$ cat src/rtl/sc_core_oz_pkg.sv
// Shared types, sizes and the bypass helper
// for the core register file read side.
package sc_core_oz_pkg;

  localparam int NUM_REGS = 32;
  localparam int DATA_W   = 32;
  localparam int ADDR_W   = $clog2(NUM_REGS);

  typedef enum logic [1:0] {
    S_IDLE,
    S_LOAD,
    S_SEND,
    S_DONE
  } t_rf_dump_state;

  function automatic logic [DATA_W-1:0] rf_bypass(
    input logic              wr_en,
    input logic [ADDR_W-1:0] wr_addr,
    input logic [DATA_W-1:0] wr_data,
    input logic [ADDR_W-1:0] rd_addr,
    input logic [DATA_W-1:0] stored
  );
    if (rd_addr == '0)
      return '0;
    else if (wr_en && (wr_addr == rd_addr))
      return wr_data;
    else
      return stored;
  endfunction

endpackage

$ cat src/rtl/sc_core_oz_rf_reader_if.sv
// Register dump stream: one beat per
// register, valid/ready handshake.
interface sc_core_oz_rf_reader_if;
  import sc_core_oz_pkg::*;

  logic              dump_valid;
  logic              dump_ready;
  logic [ADDR_W-1:0] dump_idx;
  logic [DATA_W-1:0] dump_data;
  logic              dump_last;

  modport master (
    output dump_valid,
    output dump_idx,
    output dump_data,
    output dump_last,
    input  dump_ready
  );

  modport slave (
    input  dump_valid,
    input  dump_idx,
    input  dump_data,
    input  dump_last,
    output dump_ready
  );

endinterface

$ cat src/rtl/sc_core_oz_rf_dump.sv
// Dump engine: walks x0..x31 and streams
// a snapshot of each one as a beat.
module sc_core_oz_rf_dump
  import sc_core_oz_pkg::*;
(
  input  logic              clk,
  input  logic              rst,
  input  logic              dump_req,
  output logic [ADDR_W-1:0] rd_idx,
  input  logic [DATA_W-1:0] rd_val,
  output logic              dump_busy,
  output logic              dump_done,
  sc_core_oz_rf_reader_if.master dump
);

  localparam logic [ADDR_W-1:0] LAST_IDX =
    ADDR_W'(NUM_REGS - 1);

  t_rf_dump_state    state_q, state_d;
  logic [ADDR_W-1:0] cnt_q, cnt_d;
  logic              valid_q, valid_d;
  logic [ADDR_W-1:0] idx_q, idx_d;
  logic [DATA_W-1:0] data_q, data_d;

  // State, counter and beat output registers
  always_ff @(posedge clk or negedge rst) begin
    if (!rst) begin
      state_q <= S_IDLE;
      cnt_q   <= '0;
      valid_q <= 1'b0;
      idx_q   <= '0;
      data_q  <= '0;
    end else begin
      state_q <= state_d;
      cnt_q   <= cnt_d;
      valid_q <= valid_d;
      idx_q   <= idx_d;
      data_q  <= data_d;
    end
  end

  // Next state; rd_idx picks the register
  // captured into the beat this cycle
  always_comb begin
    state_d = state_q;
    cnt_d   = cnt_q;
    valid_d = valid_q;
    idx_d   = idx_q;
    data_d  = data_q;
    rd_idx  = cnt_q;
    unique case (state_q)
      S_IDLE: begin
        if (dump_req) begin
          state_d = S_LOAD;
          cnt_d   = '0;
        end
      end
      S_LOAD: begin
        idx_d   = cnt_q;
        data_d  = rd_val;
        valid_d = 1'b1;
        state_d = S_SEND;
      end
      S_SEND: begin
        if (valid_q && dump.dump_ready) begin
          if (cnt_q != LAST_IDX) begin
            rd_idx = cnt_q + ADDR_W'(1);
            cnt_d  = rd_idx;
            idx_d  = rd_idx;
            data_d = rd_val;
          end else begin
            valid_d = 1'b0;
            state_d = S_DONE;
          end
        end
      end
      S_DONE: begin
        state_d = S_IDLE;
      end
    endcase
  end

  assign dump_busy       = (state_q != S_IDLE);
  assign dump_done       = (state_q == S_DONE);
  assign dump.dump_valid = valid_q;
  assign dump.dump_idx   = idx_q;
  assign dump.dump_data  = data_q;
  assign dump.dump_last  =
    valid_q && (idx_q == LAST_IDX);

endmodule

$ cat src/rtl/sc_core_oz_rf_reader.sv
// GPR storage with two bypassed read ports
// and a debug dump stream.
module sc_core_oz_rf_reader
  import sc_core_oz_pkg::*;
(
  input  logic              clk,
  input  logic              rst,
  input  logic              rd_reg_wr_en,
  input  logic [ADDR_W-1:0] rd_reg_address,
  input  logic [DATA_W-1:0] rd_reg_data,
  input  logic [ADDR_W-1:0] rs1_address,
  input  logic [ADDR_W-1:0] rs2_address,
  output logic [DATA_W-1:0] rs1_data,
  output logic [DATA_W-1:0] rs2_data,
  input  logic              dump_req,
  output logic              dump_busy,
  output logic              dump_done,
  sc_core_oz_rf_reader_if.master dump
);

  logic [DATA_W-1:0] regs_q [NUM_REGS];
  logic [ADDR_W-1:0] dump_rd_idx;
  logic [DATA_W-1:0] dump_rd_val;

  // Writeback; entry 0 is never written
  always_ff @(posedge clk or negedge rst) begin
    if (!rst) begin
      for (int i = 0; i < NUM_REGS; i++)
        regs_q[i] <= '0;
    end else if (rd_reg_wr_en &&
                 (rd_reg_address != '0)) begin
      regs_q[rd_reg_address] <= rd_reg_data;
    end
  end

  assign rs1_data = rf_bypass(
    rd_reg_wr_en, rd_reg_address, rd_reg_data,
    rs1_address, regs_q[rs1_address]);

  assign rs2_data = rf_bypass(
    rd_reg_wr_en, rd_reg_address, rd_reg_data,
    rs2_address, regs_q[rs2_address]);

  assign dump_rd_val = rf_bypass(
    rd_reg_wr_en, rd_reg_address, rd_reg_data,
    dump_rd_idx, regs_q[dump_rd_idx]);

  sc_core_oz_rf_dump u_dump (
    .clk       (clk),
    .rst       (rst),
    .dump_req  (dump_req),
    .rd_idx    (dump_rd_idx),
    .rd_val    (dump_rd_val),
    .dump_busy (dump_busy),
    .dump_done (dump_done),
    .dump      (dump)
  );

endmodule

$ cat src/flat_wrapper.sv
// flat-port wrapper written by rule: the top's interface ports become plain ports
module sc_core_oz_rf_reader_flat import sc_core_oz_pkg::*;
  (clk, rst, rd_reg_wr_en, rd_reg_address, rd_reg_data, rs1_address, rs2_address, rs1_data, rs2_data, dump_req, dump_busy, dump_done, dump_dump_valid, dump_dump_idx, dump_dump_data, dump_dump_last, dump_dump_ready);
  sc_core_oz_rf_reader_if dump_i ();
  input  logic clk;
  input  logic rst;
  input  logic rd_reg_wr_en;
  input  logic [ADDR_W-1:0] rd_reg_address;
  input  logic [DATA_W-1:0] rd_reg_data;
  input  logic [ADDR_W-1:0] rs1_address;
  input  logic [ADDR_W-1:0] rs2_address;
  output logic [DATA_W-1:0] rs1_data;
  output logic [DATA_W-1:0] rs2_data;
  input  logic dump_req;
  output logic dump_busy;
  output logic dump_done;
  output wire logic [$bits(dump_i.dump_valid)-1:0] dump_dump_valid;
  output wire logic [$bits(dump_i.dump_idx)-1:0] dump_dump_idx;
  output wire logic [$bits(dump_i.dump_data)-1:0] dump_dump_data;
  output wire logic [$bits(dump_i.dump_last)-1:0] dump_dump_last;
  input wire logic [$bits(dump_i.dump_ready)-1:0] dump_dump_ready;
  assign dump_dump_valid = dump_i.dump_valid;
  assign dump_dump_idx = dump_i.dump_idx;
  assign dump_dump_data = dump_i.dump_data;
  assign dump_dump_last = dump_i.dump_last;
  assign dump_i.dump_ready = dump_dump_ready;
  sc_core_oz_rf_reader u_core (.clk(clk), .rst(rst), .rd_reg_wr_en(rd_reg_wr_en), .rd_reg_address(rd_reg_address), .rd_reg_data(rd_reg_data), .rs1_address(rs1_address), .rs2_address(rs2_address), .rs1_data(rs1_data), .rs2_data(rs2_data), .dump_req(dump_req), .dump_busy(dump_busy), .dump_done(dump_done), .dump(dump_i));
endmodule
$ cat config.mk
export PLATFORM = sky130hd
export DESIGN_NAME = sc_core_oz_rf_reader_flat
export DESIGN_NICKNAME = d
export VERILOG_FILES = /design/src/rtl/sc_core_oz_pkg.sv /design/src/rtl/sc_core_oz_rf_reader_if.sv /design/src/rtl/sc_core_oz_rf_dump.sv /design/src/rtl/sc_core_oz_rf_reader.sv /design/src/flat_wrapper.sv
export SDC_FILE = /design/constraint.sdc
export NUM_CORES = 2
export LEC_CHECK = 0
export ABC_CLOCK_PERIOD_IN_PS = 3700
export BUFFER_PORTS_ARGS = -buffer_cell sky130_fd_sc_hd__buf_2
export CAP_MARGIN = 30
export CORE_ASPECT_RATIO = 0.75
export CORE_MARGIN = 4
export CORE_UTILIZATION = 50
export CTS_CLUSTER_DIAMETER = 40
export DETAILED_ROUTE_END_ITERATION = 6
export PLACE_DENSITY = 0.66
export SLEW_MARGIN = 20
export SYNTH_ARGS = -nofsm -noshare
export SYNTH_HDL_FRONTEND = slang
export SYNTH_SLANG_ARGS = --single-unit
export TNS_END_PERCENT = 100
$ cat constraint.sdc
create_clock -name clk -period 3.7 [get_ports clk]
set_input_delay 0.185 -clock clk [delete_from_list [all_inputs] [get_ports clk]]
set_output_delay 0.185 -clock clk [all_outputs]
set_load 0.03 [all_outputs]
; ---- Word level (Yosys, flattened, before mapping)
; Cells that the tools add are included.
[word_totals]
word_cells = 114
out_inout_bits = 105
inputBits = 52
ff_bits = 1069
[classes]
bitwise = 4
eq_ne = 12
mux = 36
reduce_logical = 19
addsub = 1
magnitude_cmp = 5
[op_table]
columns = operator, count
row1 = bitwise mux 1024 bit, 1
row2 = binary-select mux 32 bit (select 5 bit), 3
row3 = two-way mux 32 bit, 15
row4 = demux 32 bit (select 5 bit), 1
row5 = one-hot mux 32 bit (2 select lines), 1
row6 = two-way mux 5 bit, 6
row7 = ">= comparator 6 bit, second input constant", 4
row8 = NOT 5 -> 6 bit, 4
row9 = one-hot mux 5 bit (2 select lines), 2
row10 = equality test 5 bit, 3
row11 = zero test 5 bit, 3
row12 = AND reduction 3 bit, 3
row13 = "inequality test 2 bit, second input constant", 4
row14 = one-hot mux 2 bit (4 select lines), 1
row15 = logical AND 1 bit, 7
row16 = "less-than comparator 6 x 1 -> 1 bit, second input constant", 1
row17 = two-way mux 2 bit, 3
row18 = nonzero test 2 bit, 3
row19 = "adder 5 x 1 -> 5 bit, second input constant", 1
row20 = "equality test 5 bit, second input constant", 1
row21 = "inequality test 5 bit, second input constant", 1
row22 = nonzero test 5 bit, 1
row23 = "equality test 2 bit, second input constant", 2
row24 = "equality test 2 x 1 -> 1 bit, second input constant", 1
row25 = 4 further kinds, 5

; ---- Logic depth before layout (Yosys ltp)
[logic_depth]
ltp_word = 13
ltp_mapped = 17
mapped_depth_nobuf = 11

; ---- By module
; Synthesis repeated with hierarchy kept, for this count alone.
[unflattened]
cells_unflattened = 4736
area_unflattened_um2 = 65940.7
[modules_own_cells]
columns = mod, instances, area_each_um2, cells_per_inst, seq_area_each_um2
row1 = sc_core_oz_rf_reader, 1, 63822.5, 4571, 25624.6
row2 = sc_core_oz_rf_dump, 1, 2118.3, 165, 1126.1

; ---- Worst setup path after synthesis
; No wires, ideal clock.
[synth_timing]
path_type = register -> register
from = register u_core.u_dump.cnt_q[0]
to = register u_core.u_dump.data_q[30] (netlist: u_core.u_dump.dump.dump_data[30])
path_stages_with_launch = 18
setup_time_ns = 0.136
required_ns = 3.564
arrival_ns = 2.995
path_buffers = 6
setup_slack_ns = 0.569
path_cell_list = dfrtp_1 -> ha_1 -> clkbuf_1 -> nand3_1 -> inv_1 -> ha_1 -> nand4b_1 -> buf_4 -> mux2_4 -> buf_6 -> nor3_4 -> a31o_2 -> and3b_1 -> buf_6 -> buf_6 -> buf_6 -> a22oi_1 -> o31ai_1
[synth_via]
elab_chain_cells = 13
[synth_lines]
columns = element, line
row1 = start: declaration, sc_core_oz_rf_dump.sv:20  ; logic [ADDR_W-1:0] cnt_q, cnt_d;
row2 = start signal: assignment, sc_core_oz_rf_dump.sv:35  ; cnt_q <= cnt_d;
row3 = adder 5 x 1 -> 5 bit or inequality test 5 bit (tied branches), "sc_core_oz_rf_dump.sv:67, sc_core_oz_rf_dump.sv:66"
row4 = two-way mux 5 bit, sc_core_oz_rf_dump.sv:66  ; if (cnt_q != LAST_IDX) begin
row5 = two-way mux 5 bit, sc_core_oz_rf_dump.sv:65  ; if (valid_q && dump.dump_ready) begin
row6 = two-way mux 5 bit, sc_core_oz_rf_dump.sv:51  ; unique case (state_q)
row7 = NOT 5 -> 6 bit (implied by the code), sc_core_oz_rf_reader.sv:46  ; dump_rd_idx, regs_q[dump_rd_idx]);
row8 = binary-select mux 32 bit (select 5 bit), sc_core_oz_rf_reader.sv:46
row9 = two-way mux 32 bit (implied by the code) (2 in a row), sc_core_oz_rf_reader.sv:46
row10 = two-way mux 32 bit, sc_core_oz_pkg.sv:25  ; else if (wr_en && (wr_addr == rd_addr))
row11 = two-way mux 32 bit, sc_core_oz_pkg.sv:23  ; if (rd_addr == '0)
row12 = two-way mux 32 bit, sc_core_oz_rf_dump.sv:66
row13 = two-way mux 32 bit, sc_core_oz_rf_dump.sv:65
row14 = one-hot mux 32 bit (2 select lines), sc_core_oz_rf_dump.sv:51
row15 = end signal: assignment, sc_core_oz_rf_dump.sv:38  ; data_q <= data_d;
row16 = end: declaration, sc_core_oz_rf_dump.sv:23  ; logic [DATA_W-1:0] data_q, data_d;
; Parallel ways exist; a longest one is shown, timed or not. The select of a mux whose other input is x is not followed.
; A chain may end at the register's enable or synchronous reset.

; ---- Final worst setup path
[layout_timing]
from = register u_core.u_dump.cnt_q[0]
to = register u_core.u_dump.data_q[4] (netlist: u_core.u_dump.dump.dump_data[4])
; Same word-level chain as after synthesis.

==> results.txt <==
Sequential power share: 33.6%
Routed Antenna Nets: 0
Clock power frac: 30.2%
Cell variety after synth: 81
Combinational Power Share: 36.2%
Flops & latches, synth: 1069
Die width: 431 um
Vias per cell: 7.47
Power Density: 647 nW/um^2
Router iterations before antenna repair: 7
Worst-path clk slew: 0.06 ns
Largest net degree at the start of global routing: 110
Crit Path Class: flip-flop to flip-flop
RSZ-0062 raised after global routing: true
YS warnings: 0
Area growth syn-to-layout: 14.9%
TritonCTS clock tree: yes
Vias in the first global route: 51100
CP max stage cell: dfrtp_4
Peak supply drop: 0.000563 V
Initial antenna violation count: 22
First-pass GRT wire length: 377000 um
H-tree Lvls: 4
Worst skew pair latency: 0.80 ns
Clock Sinks: 1069
Vias: 52800
Synth Area per Inst: 13.0 um^2
Main flop type after synthesis: dfrtp_1
Largest cells by area after synthesis: dfrtp_1, mux4_2, mux2_2, mux2i_1, nand2_1
Share of the cycle needed by the critical path after routing: 101%
CP max stage delay: 0.50 ns
GRT Overall Usage: 36.9%
Fin cells: 7065
Final slew viol count: 0
Placed cell count: 6767
IO Count: 157
Post-Synthesis Cells: 5139
Switching power: 0.0185 W
Fraction of final layout cells sized beyond drive strength 1: 46.9%
Setup slack after layout: -0.0385 ns
Register area share after synthesis: 39.9%
Nets@finish: 5233
Fmax: 267 MHz
Top-count cell post-synth: dfrtp_1
CORE AREA: 132000 um^2
Synth top area share: 39.9%
DRC viols: 9
Row Count: 115
Outcome: finished, violations left
DP Worst Slack: 0.0266 ns
Int Power: 0.0313 W
Crit-path cells: ha_4, nand3_1, inv_1, ha_1, nand4b_1, buf_4, mux2_4, nor3_4, buf_6, buf_12, buf_12, a221oi_1, a2111oi_1, o21ai_0
Crit end category: flip-flop
Hold WC Path Type: input pin to async pin
Fillers: 10500
Syn_nets: 5199
Worst-path fanout max: 18
Min cycle time layout: 3.74 ns
Synthesized cell area: 67000 um^2
Max-cap violation count: 0
WL/cell: 37.0 um
Post-synth top cells: dfrtp_1, mux2_2, mux4_2
Area leader, netlist: dfrtp_1
Die Ht: 325 um
Die area: 140000 um^2
Worst slew pin tran: 1.07 ns
Leak: 32.2 nW
Total wire length: 261000 um
Async set-reset flop share out of synthesis: 100%
Final Setup Violations: 1
Req. time, crit path: 4.37 ns
Final clock skew: 0.0303 ns
Num CTS Buffers: 149
Switching share of total power: 37.1%
Failing checks: design-rule violations, negative setup slack
Initial Utilization: 50.7%
Worst Setup Start Kind: flip-flop
Root Driver: clkbuf_16
Clock Tree Buf Depth: 3
DRT iter0 DRCs: 8747
Worst EP arrival: 4.41 ns
Slew HR: 28.5%
HPWL after DPL: 164000 um
Global placer's final weighted congestion: 0.940
CP dominant cell by count: buf_12
EDFF count, synth: 0
Fin. Hold Viols: 0
Gr ovfl total: 0
I/O Buffers: 156
cell families (layout without fill, tap and decap cells):
kind of cell,count (synthesis),after routing,synth area share [%]
AO/OA/AOI/OAI,636,636,6.83
XOR/XNOR,20,20,0.273
adder cells (fa/ha/maj),8,8,0.149
buffers and inverters,603,761,3.89
flip-flops,1069,1069,39.9
multiplexers,1963,1963,43.5
other,0,13,0
AND/OR/NAND/NOR,840,840,5.46
final cells by class:
type,count,area (um^2),area share (%)
diodes,13,32.5,0.0423
clock buffers,177,4020,5.22
clock inverters,98,1170,1.52
inverters,10,37.5,0.0488
multi-input cells,3467,38000,49.4
flip-flops and latches,1069,26800,34.8
well taps,1755,2200,2.85
repair buffers,476,4680,6.08
flip-flops by register name, summed over array words and instances (netlist names):
signal                         flops
u_core.regs_q                   1024
u_core.u_dump.dump.dump_data      32
u_core.u_dump.cnt_q                5
u_core.u_dump.dump.dump_idx        5
u_core.u_dump.state_q              2
u_core.u_dump.dump.dump_valid      1
path summary, 6_finish.rpt:
| kind | end | cells after the start | slack [ns] | startpoint |
|---|---|---|---|---|
| min in group clk | u_core.u_dump.dump.dump_data[26] | 3 | 0.04 | rd_reg_data[26] |
| worst max register to register | u_core.u_dump.dump.dump_data[4] | 14 | -0.04 | u_core.u_dump.cnt_q[0] |
| worst max-delay path | u_core.u_dump.dump.dump_data[4] | 14 | -0.04 | u_core.u_dump.cnt_q[0] |
| worst min-delay path | u_core.u_dump.dump.dump_idx[0] | 2 | 0.01 | rst |
| max in group asynchronous | u_core.regs_q[491] | 3 | 2.41 | rst |
| worst min register to register | u_core.regs_q[1011] | 0 | 0.42 | u_core.regs_q[1011] |
through the flow:
step                      utilization (%)  hold WS, ns  area [um^2]  TNS [ns]  total power (W)
after floorplan                         -       -0.111        67000         0           0.0275
after global placement               54.1        0.274        71400         0           0.0337
after detailed placement             54.2        0.266        71500         0           0.0340
after CTS                            58.1      0.00130        76800         0           0.0491
after global routing                 58.2       0.0480        76900   -0.0509           0.0513
final                                58.2       0.0106        76900   -0.0385           0.0498
critical path, delay by kind of cell (launching register included):
| family | cells | cell delay [ns] |
|---|---|---|
| buf+inv | 5 | 0.90 |
| compound gates | 3 | 0.67 |
| simple gates | 3 | 0.66 |
| flops | 1 | 0.50 |
| fa+ha+maj | 2 | 0.44 |
| mux | 1 | 0.38 |
metal layers:
layer / vias up / track usage, % / part of all wire [%]
met2: 4495 / 50.9 / 42
li1: 20200 / - / -
met4: 22 / 19.1 / 6.1
met5: - / 0 / 0.060
met3: 934 / 13.5 / 14
met1: 27200 / 51.2 / 38
cells in the final DEF (no fill, tap or decap), types with 13 or more instances in the layout:
cell / instances
clkbuf_16: 154
mux2_2: 1023
clkinv_4: 22
buf_2: 145
diode_2: 13
inv_6: 20
nand2_1: 420
dfrtp_1: 1067
o21ai_0: 63
a22oi_1: 27
clkinvlp_4: 16
mux2i_1: 283
a32oi_1: 40
a221oi_1: 25
o211ai_1: 14
nor4_1: 14
a22o_1: 15
nor2_1: 126
nor2b_1: 37
a21oi_1: 56
o22ai_1: 89
o221ai_1: 14
buf_4: 206
nor2_4: 20
a211oi_1: 120
bufinv_16: 15
clkbuf_1: 14
a31oi_1: 42
mux4_2: 651
buf_12: 105
nand3_1: 139
power by group through the flow:
stage	sequential, W	clock [W]	combinational (W)
CTS	0.0165	0.0151	0.0175
global route	0.0169	0.0156	0.0188
floorplan	0.0159	0	0.0116
finish	0.0167	0.0150	0.0180
global placement	0.0165	0	0.0171
detailed placement	0.0167	0	0.0174
timing repair:
action,in CTS,in global routing
hold buffers,5,0
pin swaps,0,1
hold endpoints to repair,83,0
setup endpoints to repair,1,19
cloned,0,1
resized for setup,1,8
buffers inserted,0,3
No activity file was read; power rests on OpenSTA's default activity.
